`src/rtl/axis_downsizer.sv`:
```
// -----------------------------------------------------------------------------
// axis_downsizer
//
// Splits each wide AXI-Stream beat (S_WORDS words, per-word keep) into
// RATIO = S_WORDS/M_WORDS narrower pieces of M_WORDS words. Word 0 of the
// input beat leaves first. Pieces above the highest piece that carries any
// keep bit are skipped. A beat with all keep bits clear still produces one
// piece (keep all zero) so its last flag is not lost.
//
// Ports
//   aclk      in   clock, rising edge
//   aresetn   in   asynchronous active-low reset
//   s_ready   out  input ready (combinational on m_ready for back-to-back)
//   s_valid   in   input valid
//   s_last    in   input end-of-packet
//   s_data    in   S_WORDS*WORD_WIDTH input words, word i at slice i
//   s_keep    in   per-word keep, contiguous from bit 0
//   m_ready   in   output ready
//   m_valid   out  output valid (registered)
//   m_last    out  output end-of-packet, only on the final emitted piece
//   m_data    out  M_WORDS*WORD_WIDTH output words
//   m_keep    out  per-word keep of the current piece
// -----------------------------------------------------------------------------
module axis_downsizer #(
   parameter int WORD_WIDTH = 16,
   parameter int S_WORDS    = 4,
   parameter int M_WORDS    = 1
) (
   input  logic                          aclk,
   input  logic                          aresetn,
   output logic                          s_ready,
   input  logic                          s_valid,
   input  logic                          s_last,
   input  logic [S_WORDS*WORD_WIDTH-1:0] s_data,
   input  logic [S_WORDS-1:0]            s_keep,
   input  logic                          m_ready,
   output logic                          m_valid,
   output logic                          m_last,
   output logic [M_WORDS*WORD_WIDTH-1:0] m_data,
   output logic [M_WORDS-1:0]            m_keep
);

   localparam int RATIO = S_WORDS / M_WORDS;
   localparam int IDX_W = (RATIO > 1) ? $clog2(RATIO) : 1;
   localparam int PW    = M_WORDS * WORD_WIDTH;

   generate
      if ((M_WORDS < 1) || (S_WORDS % M_WORDS != 0)) begin : g_bad_ratio
         $error("axis_downsizer: S_WORDS must be a non-zero multiple of M_WORDS");
      end
   endgenerate

   // Index of the highest piece holding any kept word; 0 when keep is empty,
   // which makes an empty beat emit exactly one piece.
   function automatic logic [IDX_W-1:0] top_piece(input logic [S_WORDS-1:0] keep);
      logic [IDX_W-1:0] n;
      n = '0;
      for (int p = 0; p < RATIO; p++) begin
         if (|keep[p*M_WORDS +: M_WORDS]) n = IDX_W'(p);
      end
      return n;
   endfunction

   logic [S_WORDS*WORD_WIDTH-1:0] data_q, data_d;
   logic [S_WORDS-1:0]            keep_q, keep_d;
   logic                          last_q, last_d;
   logic                          full_q, full_d;
   logic [IDX_W-1:0]              idx_q, idx_d;
   logic [IDX_W-1:0]              npc_q, npc_d;

   logic out_hs;
   logic at_last;
   logic load;

   always_comb begin
      out_hs  = full_q && m_ready;
      at_last = (idx_q == npc_q);
      // A new beat may enter while the final piece of the current one leaves.
      s_ready = aresetn && (!full_q || (out_hs && at_last));
      load    = s_valid && s_ready;

      data_d = data_q;
      keep_d = keep_q;
      last_d = last_q;
      full_d = full_q;
      idx_d  = idx_q;
      npc_d  = npc_q;

      if (load) begin
         data_d = s_data;
         keep_d = s_keep;
         last_d = s_last;
         full_d = 1'b1;
         idx_d  = '0;
         npc_d  = top_piece(s_keep);
      end else if (out_hs) begin
         if (at_last) begin
            full_d = 1'b0;
         end else begin
            idx_d = idx_q + IDX_W'(1);
         end
      end
   end

   always_comb begin
      m_data = '0;
      m_keep = '0;
      for (int p = 0; p < RATIO; p++) begin
         if (idx_q == IDX_W'(p)) begin
            m_data = data_q[p*PW +: PW];
            m_keep = keep_q[p*M_WORDS +: M_WORDS];
         end
      end
      m_valid = full_q;
      m_last  = full_q && last_q && at_last;
   end

   // Holding register: data is cleared too so outputs read zero in reset.
   always_ff @(posedge aclk or negedge aresetn) begin
      if (!aresetn) begin
         data_q <= '0;
         keep_q <= '0;
         last_q <= 1'b0;
         full_q <= 1'b0;
         idx_q  <= '0;
         npc_q  <= '0;
      end else begin
         data_q <= data_d;
         keep_q <= keep_d;
         last_q <= last_d;
         full_q <= full_d;
         idx_q  <= idx_d;
         npc_q  <= npc_d;
      end
   end

endmodule

```
`config.mk`:
```
export PLATFORM = sky130hd
export DESIGN_NAME = axis_downsizer
export DESIGN_NICKNAME = d
export VERILOG_FILES = /design/src/rtl/axis_downsizer.sv
export SDC_FILE = /design/constraint.sdc
export NUM_CORES = 1
export LEC_CHECK = 0
export CORE_UTILIZATION = 50
export CTS_CLUSTER_SIZE = 25
export DETAILED_ROUTE_END_ITERATION = 8
export GPL_TIMING_DRIVEN = 0
export PLACE_DENSITY_LB_ADDON = 0.25
export SETUP_SLACK_MARGIN = 0.15
export SLEW_MARGIN = 30
export SYNTH_ARGS = -nofsm -noshare
export SYNTH_HDL_FRONTEND = slang
export SYNTH_SLANG_ARGS = --single-unit
```
`constraint.sdc`:
```
create_clock -name aclk -period 2.36 [get_ports aclk]
set_input_delay 0.236 -clock aclk [delete_from_list [all_inputs] [get_ports aclk]]
set_output_delay 0.236 -clock aclk [all_outputs]
set_load 0.01 [all_outputs]
```
# --- Yosys cells after proc, flatten, opt, wreduce, memory -nomap -nowiden ---
# Index checks and enable logic that the tools add are counted.
totals:
  ff_bits: 74
  out_inout_bits: 20
classes:
  addsub: 1
  eq_ne: 5
  n_mux: 17
  n_reduce_logical: 13
ops:
  columns: ["operator", "n"]
  rows:
  - ["$mux W16", 4]
  - ["$mux W2", 5]
  - ["$mux W1", 8]
  - ["$logic_and A1 B1 Y1", 6]
  - ["$eq A2 B2 Y1 const B", 2]
  - ["$reduce_and A2 Y1", 2]
  - ["$reduce_bool A2 Y1", 2]
  - ["$add A2 B1 Y2 const B", 1]
  - ["$eq A2 B1 Y1 const B", 1]
  - ["$eq A2 B2 Y1", 1]
  - ["$logic_not A2 Y1", 1]
  - ["$ne A2 B1 Y1 const B", 1]
  - ["$logic_not A1 Y1", 1]
  - ["$logic_or A1 B1 Y1", 1]

# --- Logic depth before layout (Yosys ltp) ---
# Gate-level depths: netlist of run 1.
logic_depth:
  word_depth: 7
  depth_mapped: 8
  ltp_nobuf: 6

# --- Worst setup path before layout of run 1 ---
# OpenSTA, ideal clock, no wires.
synth_timing:
  path_kind: "reg-to-output"
  startpoint: "reg idx_q[0]"
  endpoint: "out m_data[12]"
  t_arrival_ns: 1.719
  t_required_ns: 2.124
  path_slack_ns: 0.405
  path_stages_with_launch: 9
  cell_sequence: "dfrtp_1 -> inv_1 -> ha_1 -> clkbuf_1 -> clkbuf_1 -> nand3b_1 -> a21oi_1 -> a21oi_1 -> o21ai_0"
synth_via:
  elab_chain_len: 5
  elab_cells_between_ends: 8
synth_lines:
  columns: ["element", "line", "source"]
  rows:
  - ["start: declaration", "68", "logic [IDX_W-1:0] idx_q, idx_d;"]
  - ["start signal: assignment", "132", "idx_q <= idx_d;"]
  - ["$logic_not A2 Y1", "109", "if (idx_q == IDX_W'(p)) begin"]
  - ["$mux W16 (3 in series)", "109", null]
  - ["$mux W16 *", "109", null]
  - ["end: declaration", "39", "output logic [M_WORDS*WORD_WIDTH-1:0] m_data,"]
# Every way passes the cells marked *; elsewhere a longest branch is shown, timed or not.

# --- Final worst setup path of run 1 ---
layout_timing:
  startpoint: "reg idx_q[0]"
  endpoint: "out m_data[3]"
# Same word-level chain as after synthesis.

==> results.md, run 1 <==
* Crit. End Element: primary output
* GRT overflow at 0
* Slew HR at between 70% and 80%
* Synth cell count leaders: dfrtp_1, mux2_4, nand2_1
* Detail Route Antenna Nets at 0
* MaxCap Viol Count at 0
* Outcome: completed
* Mapped Cells at a little under 300
* Post-synth top area share at 48.4%
* Leakage Power at about 0.0024 µW
* IO Port Bufs at 92
* Distinct cell type count after synthesis at 24
* Detailed-route DRC error count at 0
* Main flop type after synthesis: dfrtp_1
* Critical setup path kind: flop to primary output
* GRT busiest layer: met2
* Global-route wire length before repair at ~14000 µm
* Class of the worst hold path: input pin to async pin
* Top-count cell post-synth: dfrtp_1
* WP data required at 2.12 ns
* Final Util at 73.2%
* Root Driver: clkbuf_8
* Max incr delay on CP at 0.45 ns
* Startpoint Class: flop
* Vias per std cell at about 5.2
* Post-DP HPWL at between 6000 and 7000 µm
* Number of synthesized flops with an enable pin at 0
* Yosys reg bits at 74
* Final setup vio count at 0
* Post-Layout Cell Count at between 500 and 600
* RSZ-0062 raised after global routing: true
* Final net count at between 400 and 500
* Grt met2 use at between 40 and 50%
* Initial core utilization at 52.2%
* Pwr Density at around 1300 mW/mm²
* Synthesized netlist net count at roughly 370
* Total global-route track usage at 23.5%
* Detailed Route Iter0 Violations at 84
* Transition time at the pin with the least slew margin at approximately 0.43 ns
* Die W at 89.5 µm
* Post-placement cell count at about 500
* Crit path from: idx_q[0]
* FFs w/ async S/R, synth at between 90% and 100%
* Met1 Track Usage GR at 28.2%
* CP Cell Sequence: buf_6, ha_4, buf_6, nand3b_1, a21oi_2, a21oi_2, o21ai_1, buf_2
* Area of the multi-input gates at 0.00185 mm²
* Synth Cell Area at 0.00383 mm²
* Clk sinks at 74
* Skew final at between 0.008 and 0.009 ns
* Largest net degree at the start of global routing at 49
* Fill cells at about 490
* Critical Path Slowest Stage Cell: dfrtp_2
* Share of post-route cells with drive strength above 1 at between 30% and 40%
* Vias in the first global route at about 2800
* I/O pin cnt at slightly above 90
* CP Max Fanout at 10
* Worst-case clock buffer depth at 2
* Tcrit/Tclk final at approximately 94%
* Num CTS Buffers at 9
* FMAX at approximately 450 MHz
* Synthesis warning total at 0
* Max H-tree Level at 3
* Clk_lat worst skew at 0.34 ns
* Register Area at ~0.0019 mm²
* Total Die Area at about 0.0080 mm²
* Core Area at about 0.0073 mm²
* Die height at around 90 µm
* Global routing usage on met3 at between 5 and 6%
* Slew Limit Fails at 0
* Post-synth top area cell: dfrtp_1
* Fin crit period at 2.23 ns
* CTS tree: done
* Final WL at roughly 9000 µm
* Via count at between 2000 and 3000
* RR Startpoint: idx_q[0]
* Clock transition at the registers of the reported paths at ~0.08 ns
* Peak supply drop at about 630 µV
* Seq/Total Area, Yosys at approximately 48%
* Fin. Hold Viols at 0
* GP Congestion at 0.756
* DR WL/cell at approximately 17 µm
* Avg Synthesized Cell Area at between 10 and 15 µm²
* Arr. time, crit path at about 2 ns
* DRT Pass-1 Iters at 4
* Row count at 31
* Synth area leaders: dfrtp_1, mux2_4, a21oi_1
* Antenna violations before repair at 0
* Area Overhead vs Synth at 40.2%
* Antenna cells at 0
-- state kept, by name, summed over array words and instances, names as in the netlist --
register and cells:
keep_q 4, idx_q 2, npc_q 2, data_q 64, m_valid 1, last_q 1
-- kinds of logic after synthesis --
family | synth area share, %
flops | 48.4
mux | 27.5
simple gates | 8.01
compound gates | 8.24
buf+inv | 5.95
fa+ha+maj | 1.31
xor+xnor | 0.654
-- worst max-delay path: cells and delay by family, from the launching register on --
family                   cells  cell delay (ns)
flip-flops                   1             0.45
buffers and inverters        3             0.42
AND/OR/NAND/NOR              1             0.19
adder cells (fa/ha/maj)      1             0.18
AO/OA/AOI/OAI                3             0.41
-- placed cells by master, fill, tap and decap left out, drive strengths merged --
master / count
a21oi: 35
a31o: 1
a32o: 1
and2: 1
and3: 1
buf: 41
bufinv: 1
clkbuf: 22
clkdlybuf4s50: 72
clkinv: 1
dfrtp: 74
dlygate4sd2: 2
dlygate4sd3: 1
dlymetal6s2s: 1
ha: 4
inv: 6
mux2: 69
mux2i: 2
nand2: 37
nand3: 1
nand3b: 17
nor2: 2
nor2b: 1
o211ai: 1
o21ai: 19
o22ai: 1
o31ai: 1
xor2: 2
-- stage by stage --
stage	hold slack (ns)	area [µm²]	setup slack [ns]	setup TNS (ns)	total power, µW
floorplan	-0.0596	3830	0.405	0	4490
global placement	0.491	4870	-2.50	-300.11	5640
detailed placement	0.304	4890	-0.489	-6.02	5720
CTS	0.390	5280	0.0631	0	6950
global route	0.436	5370	0.0495	0	7570
finish	0.396	5370	0.133	0	7130
-- layer usage --
layer	vias to the layer above	routed length [µm]	share of wire (%)
met5	-	0	0
met4	0	138	1.5
met3	15	446	5.0
met2	73	4530	50
met1	1331	3870	43
li1	1268	-	-
-- cell type report --
class / count / share of cell area, %
sequential: 74 / 34.5
multi-input combinational: 196 / 34.5
timing repair buffer: 106 / 18.6
buffer: 20 / 5.69
clock buffer: 13 / 3.15
tap: 99 / 2.31
clock inverter: 2 / 0.653
inverter: 6 / 0.513
-- report_power, final --
group / internal, µW / switching, µW
Combinational: 2210 / 1560
Sequential: 1920 / 420
Clock: 568 / 447
Total: 4700 / 2430
-- worst paths after layout --
path	depth (start not counted)	end	slack, ns
hold / removal	3	data_q[7]	0.40
min in group aclk	2	keep_q[0]	0.50
max in group asynchronous	3	idx_q[1]	1.70
hold reg to reg	1	data_q[48]	0.52
setup reg to reg	9	data_q[16]	0.17
setup / recovery	8	m_data[3]	0.13
-- timing repair --
item	4_1_cts	5_1_grt
endpoints found under the setup margin	18	18
buffers inserted	5	5
endpoints found under the hold margin	48	0
pin swaps	3	15
cloned	0	1
gates resized for setup	117	31
hold buffers	2	0
Power figures use the tool's default switching activity.
==> inputs of run 2 (changes only) <==
--- a/config.mk
+++ b/config.mk
@@ -11,6 +11,7 @@
 export GPL_TIMING_DRIVEN = 0
 export PLACE_DENSITY_LB_ADDON = 0.25
 export SETUP_SLACK_MARGIN = 0.15
+export SKIP_CTS_REPAIR_TIMING = 1
 export SLEW_MARGIN = 30
 export SYNTH_ARGS = -nofsm -noshare
 export SYNTH_HDL_FRONTEND = slang
==> results.md, run 2 (synthesis results as in run 1) <==
* Outcome: completed
* Largest net degree at the start of global routing at 50
* WP data required at 2.12 ns
* Initial core utilization at around 52%
* Fill cells at 502
* Worst-case clock buffer depth at 2
* Total Die Area at roughly 0.008 mm²
* RSZ-0062 raised after global routing: true
* GP Congestion at between 0.7 and 0.8
* Reg2Reg Depth at 7
* Critical setup path kind: flop to primary output
* FMAX at ~450 MHz
* Row count at 31
* Max H-tree Level at 3
* Dpl ws at -0.489 ns
* Tcrit/Tclk final at between 90% and 100%
* CP Max Fanout at 5
* MaxCap Viol Count at 0
* I/O pin cnt at 93
* Transition time at the pin with the least slew margin at approximately 0.43 ns
* Clock transition at the registers of the reported paths at about 0.07 ns
* Vias in the first global route at between 2000 and 3000
* Die W at 89.5 µm
* Via count at between 2000 and 3000
* Skew final at between 0.01 and 0.015 ns
* Slew Limit Fails at 0
* Slew HR at 71.6%
* Num CTS Buffers at 9
* CTS tree: done
* Share of post-route cells with drive strength above 1 at a little under two fifths
* DP Area at around 0.0049 mm²
* Leakage Power at approximately 0.0023 µW
* Max FFs per register at 64
* DRT Pass-1 Iters at 4
* Antenna violations before repair at 0
* Class of the worst hold path: input pin to async pin
* Register Area at ~0.0019 mm²
* Crit. End Element: primary output
* Detail Route Antenna Nets at 0
* Die height at ~90 µm
* Vias per std cell at 5.18
* Detailed Route Iter0 Violations at 71
* Arr. time, crit path at ~2 ns
* Total global-route track usage at ~23%
* Final setup vio count at 0
* Final net count at approximately 490
* Fin crit period at roughly 2.2 ns
* Area Overhead vs Synth at 38.6%
* Post-DP HPWL at between 6000 and 7000 µm
* Top flop regs: data_q (64), keep_q (4)
* Root Driver: clkbuf_8
* Setup WS post-layout at about 0.16 ns
* GRT overflow at 0
* Area of the multi-input gates at roughly 0.0019 mm²
* Finished Cell Area at 0.00531 mm²
* Final WL at around 8900 µm
* Global-route wire length before repair at 13200 µm
* Most frequent cells in the layout: dfrtp_1, clkdlybuf4s50_1, mux2_4
* Clk sinks at 74
* Clk_lat worst skew at 0.35 ns
* Peak supply drop at roughly 630 µV
* Detailed-route DRC error count at 0
* DR WL/cell at around 17 µm
* Biggest register: data_q
* Startpoint Class: flop
* Final Util at between 70 and 80%
* IO Port Bufs at 92
* Core Area at about 0.0073 mm²
* Pwr Density at between 1000 and 1500 mW/mm²
* Fin. Hold Viols at 0
* Antenna cells at 0
[run 2: cell type report]
class                      instances  area share, %
sequential                        74           34.9
multi-input combinational        196           34.9
timing repair buffer             102           18.4
buffer                            20           5.05
clock buffer                      13           3.18
tap                               99           2.33
clock inverter                     2          0.660
inverter                           6          0.472
[run 2: power by group]
group	switching [µW]	internal (µW)	total (µW)
sequential	430	1920	2350
clock	444	568	1010
combinational	1530	2130	3670
[run 2: metrics by stage]
step                total power, µW  TNS [ns]  hold WS, ns  cells
finish                         7030         0        0.402    512
CTS                            6780    -12.78      -0.0763    503
floorplan                      4490         0      -0.0596    296
detailed placement             5720     -6.02        0.304    488
global placement               5640   -300.11        0.491    487
global route                   7470         0        0.436    512
[run 2: critical path: stages, from the launching register on]
cell	delay, ns
dfrtp_2	0.48
inv_4	0.11
ha_4	0.14
buf_8	0.12
buf_12	0.11
nand3b_1	0.10
a21oi_2	0.18
a21oi_1	0.07
o21ai_1	0.15
buf_2	0.15
[run 2: layer usage]
layer | GRT usage [%] | vias up | wire length [µm]
li1 | - | 1255 | -
met1 | 28.1 | 1311 | 3890
met2 | 38.4 | 72 | 4450
met3 | 6.09 | 14 | 426
met4 | 9.24 | 0 | 140
met5 | 0 | - | 0
[run 2: final timing paths]
kind / start / endpoint / slack (ns)
worst max-delay path: idx_q[0] / m_data[2] / 0.16
worst min-delay path: aresetn / data_q[7] / 0.40
worst max register to register: idx_q[0] / data_q[16] / 0.26
worst min register to register: data_q[14] / data_q[14] / 0.51
max in group asynchronous: aresetn / data_q[16] / 1.70
min in group aclk: s_keep[0] / keep_q[0] / 0.49
==> inputs of run 3 (changes only) <==
--- a/config.mk
+++ b/config.mk
@@ -5,7 +5,8 @@
 export SDC_FILE = /design/constraint.sdc
 export NUM_CORES = 1
 export LEC_CHECK = 0
-export CORE_UTILIZATION = 50
+export CORE_ASPECT_RATIO = 2
+export CORE_UTILIZATION = 45
 export CTS_CLUSTER_SIZE = 25
 export DETAILED_ROUTE_END_ITERATION = 8
 export GPL_TIMING_DRIVEN = 0
==> constraint.sdc (replaced) <==
create_clock -name aclk -period 1.85 [get_ports aclk]
set_input_delay 0.185 -clock aclk [delete_from_list [all_inputs] [get_ports aclk]]
set_output_delay 0.185 -clock aclk [all_outputs]
set_load 0.01 [all_outputs]
==> results.md, run 3 (synthesis results as in run 1) <==
* Top flop regs: data_q (64), keep_q (4)
* Post-placement cell count at about 490
* Vias per std cell at 5.30
* Fin. Hold Viols at 0
* Via count at 2716
* Crit path from: idx_q[0]
* Max FFs per register at 64
* R2R Path End: data_q[23]
* DR WL/cell at 19.8 µm
* IO Port Bufs at between 90 and 100
* Final Total Pwr at around 9500 µW
* Setup TNS Final at -20.31 ns
* Dpl ws at -0.758 ns
* Commonest non-fill, non-tap cell in the layout: clkdlybuf4s50_1
* Root Driver: clkbuf_16
* Worst setup path endpoint: m_last
* Tcrit/Tclk final at 115%
* Final setup vio count at 90
* Startpoint Class: flop
* Clock transition at the registers of the reported paths at around 0.06 ns
* Class of the worst hold path: input pin to async pin
* Clk_lat worst skew at around 0.34 ns
* FMAX at 471 MHz
* Slew Limit Fails at 0
* Reg2reg setup slack at -0.25 ns
* Final Util at 65.9%
* Final WL at 10100 µm
* RSZ-0062 raised after global routing: true
* Peak supply drop at 1080 µV
* Share of post-route cells with drive strength above 1 at 39.4%
* Setup WS post-layout at -0.275 ns
* Post-Layout Cell Count at 512
* Critical setup path kind: flop to primary output
* Pwr Density at ~1800 mW/mm²
* Reg2Reg Depth at 8
* Max H-tree Level at 3
* Leakage Power at 0.00235 µW
* Global-route wire length before repair at about 15000 µm
* GRT overflow at 0
* GP Congestion at about 0.8
* Post-DP HPWL at ~7000 µm
* Row count at 47
* Arr. time, crit path at 1.94 ns
* Total global-route track usage at around a quarter
* Vias in the first global route at approximately 3000
* Most frequent cells in the layout: clkdlybuf4s50_1, dfrtp_1, mux2_4
* I/O pin cnt at between 90 and 100
* Failing checks: negative setup slack
* Crit. End Element: primary output
* Detail Route Antenna Nets at 0
* MaxCap Viol Count at 0
* CP Max Fanout at 5
* Detailed-route DRC error count at 0
* CTS tree: done
* Antenna cells at 0
* Biggest register: data_q
* DRT Pass-1 Iters at 4
* Die W at a little under 70 µm
* Skew final at 0.00459 ns
* Clk sinks at 74
* WP data required at 1.66 ns
* Worst-case clock buffer depth at 2
* Detailed Route Iter0 Violations at between 150 and 200
* Area Overhead vs Synth at 41.7%
* Total Die Area at 0.00890 mm²
* Initial core utilization at 46.5%
* Die height at about 130 µm
* RR Startpoint: idx_q[1]
* Fin crit period at 2.13 ns
* Antenna violations before repair at 0
* Num CTS Buffers at 9
* Largest net degree at the start of global routing at 52
* Outcome: finished with violations
* Core Area at 0.00823 mm²
* Slew HR at roughly 72%
* Transition time at the pin with the least slew margin at about 0.42 ns
* Final net count at between 400 and 500
run 3: final cells by class:
type                            count  area, µm²
Tap cell                           98        123
Buffer                             20        269
Timing Repair Buffer              105       1010
Sequential cell                    74       1850
Multi-Input combinational cell    196       1900
Fill cell                         624       2810
Inverter                            6       27.5
Clock inverter                      1       5.00
Clock buffer                       12        236
run 3: worst max-delay path, cell delays in order (launching register included):
cell and delay (ns):
dfrtp_2 0.47, xor2_1 0.40, nor2_2 0.07, and3_1 0.19
clkdlybuf4s50_1 0.47
run 3: worst min path at each step:
stage	to	slack [ns]
5_1_grt	data_q[50]	0.40
4_1_cts	data_q[63]	-0.23
3_3_place_gp	data_q[25]	0.49
6_report	data_q[50]	0.39
3_5_place_dp	data_q[63]	0.12
2_1_floorplan	data_q[0]	-0.11
run 3: stage by stage:
stage / hold WS (ns) / cell area, µm²
2_1_floorplan: -0.111 / 3830
3_3_place_gp: 0.492 / 4880
3_5_place_dp: 0.123 / 4900
4_1_cts: -0.233 / 5140
5_1_grt: 0.402 / 5430
6_report: 0.388 / 5430
run 3: where the power goes:
group | switching (µW) | total, µW | internal (µW) | leakage [µW]
Clock | 630 | 1510 | 883 | 0.000118
Combinational | 2130 | 4960 | 2830 | 0.00136
Sequential | 587 | 3040 | 2460 | 0.000877
Total | 3350 | 9520 | 6170 | 0.00235
run 3: metal layers:
layer / track usage [%] / vias up / part of all wire, %
met2: 41.4 / 74 / 56
met4: 10.9 / 0 / 4.1
met1: 26.1 / 1363 / 37
met5: 0 / - / 0
li1: - / 1256 / -
met3: 4.83 / 23 / 3.4
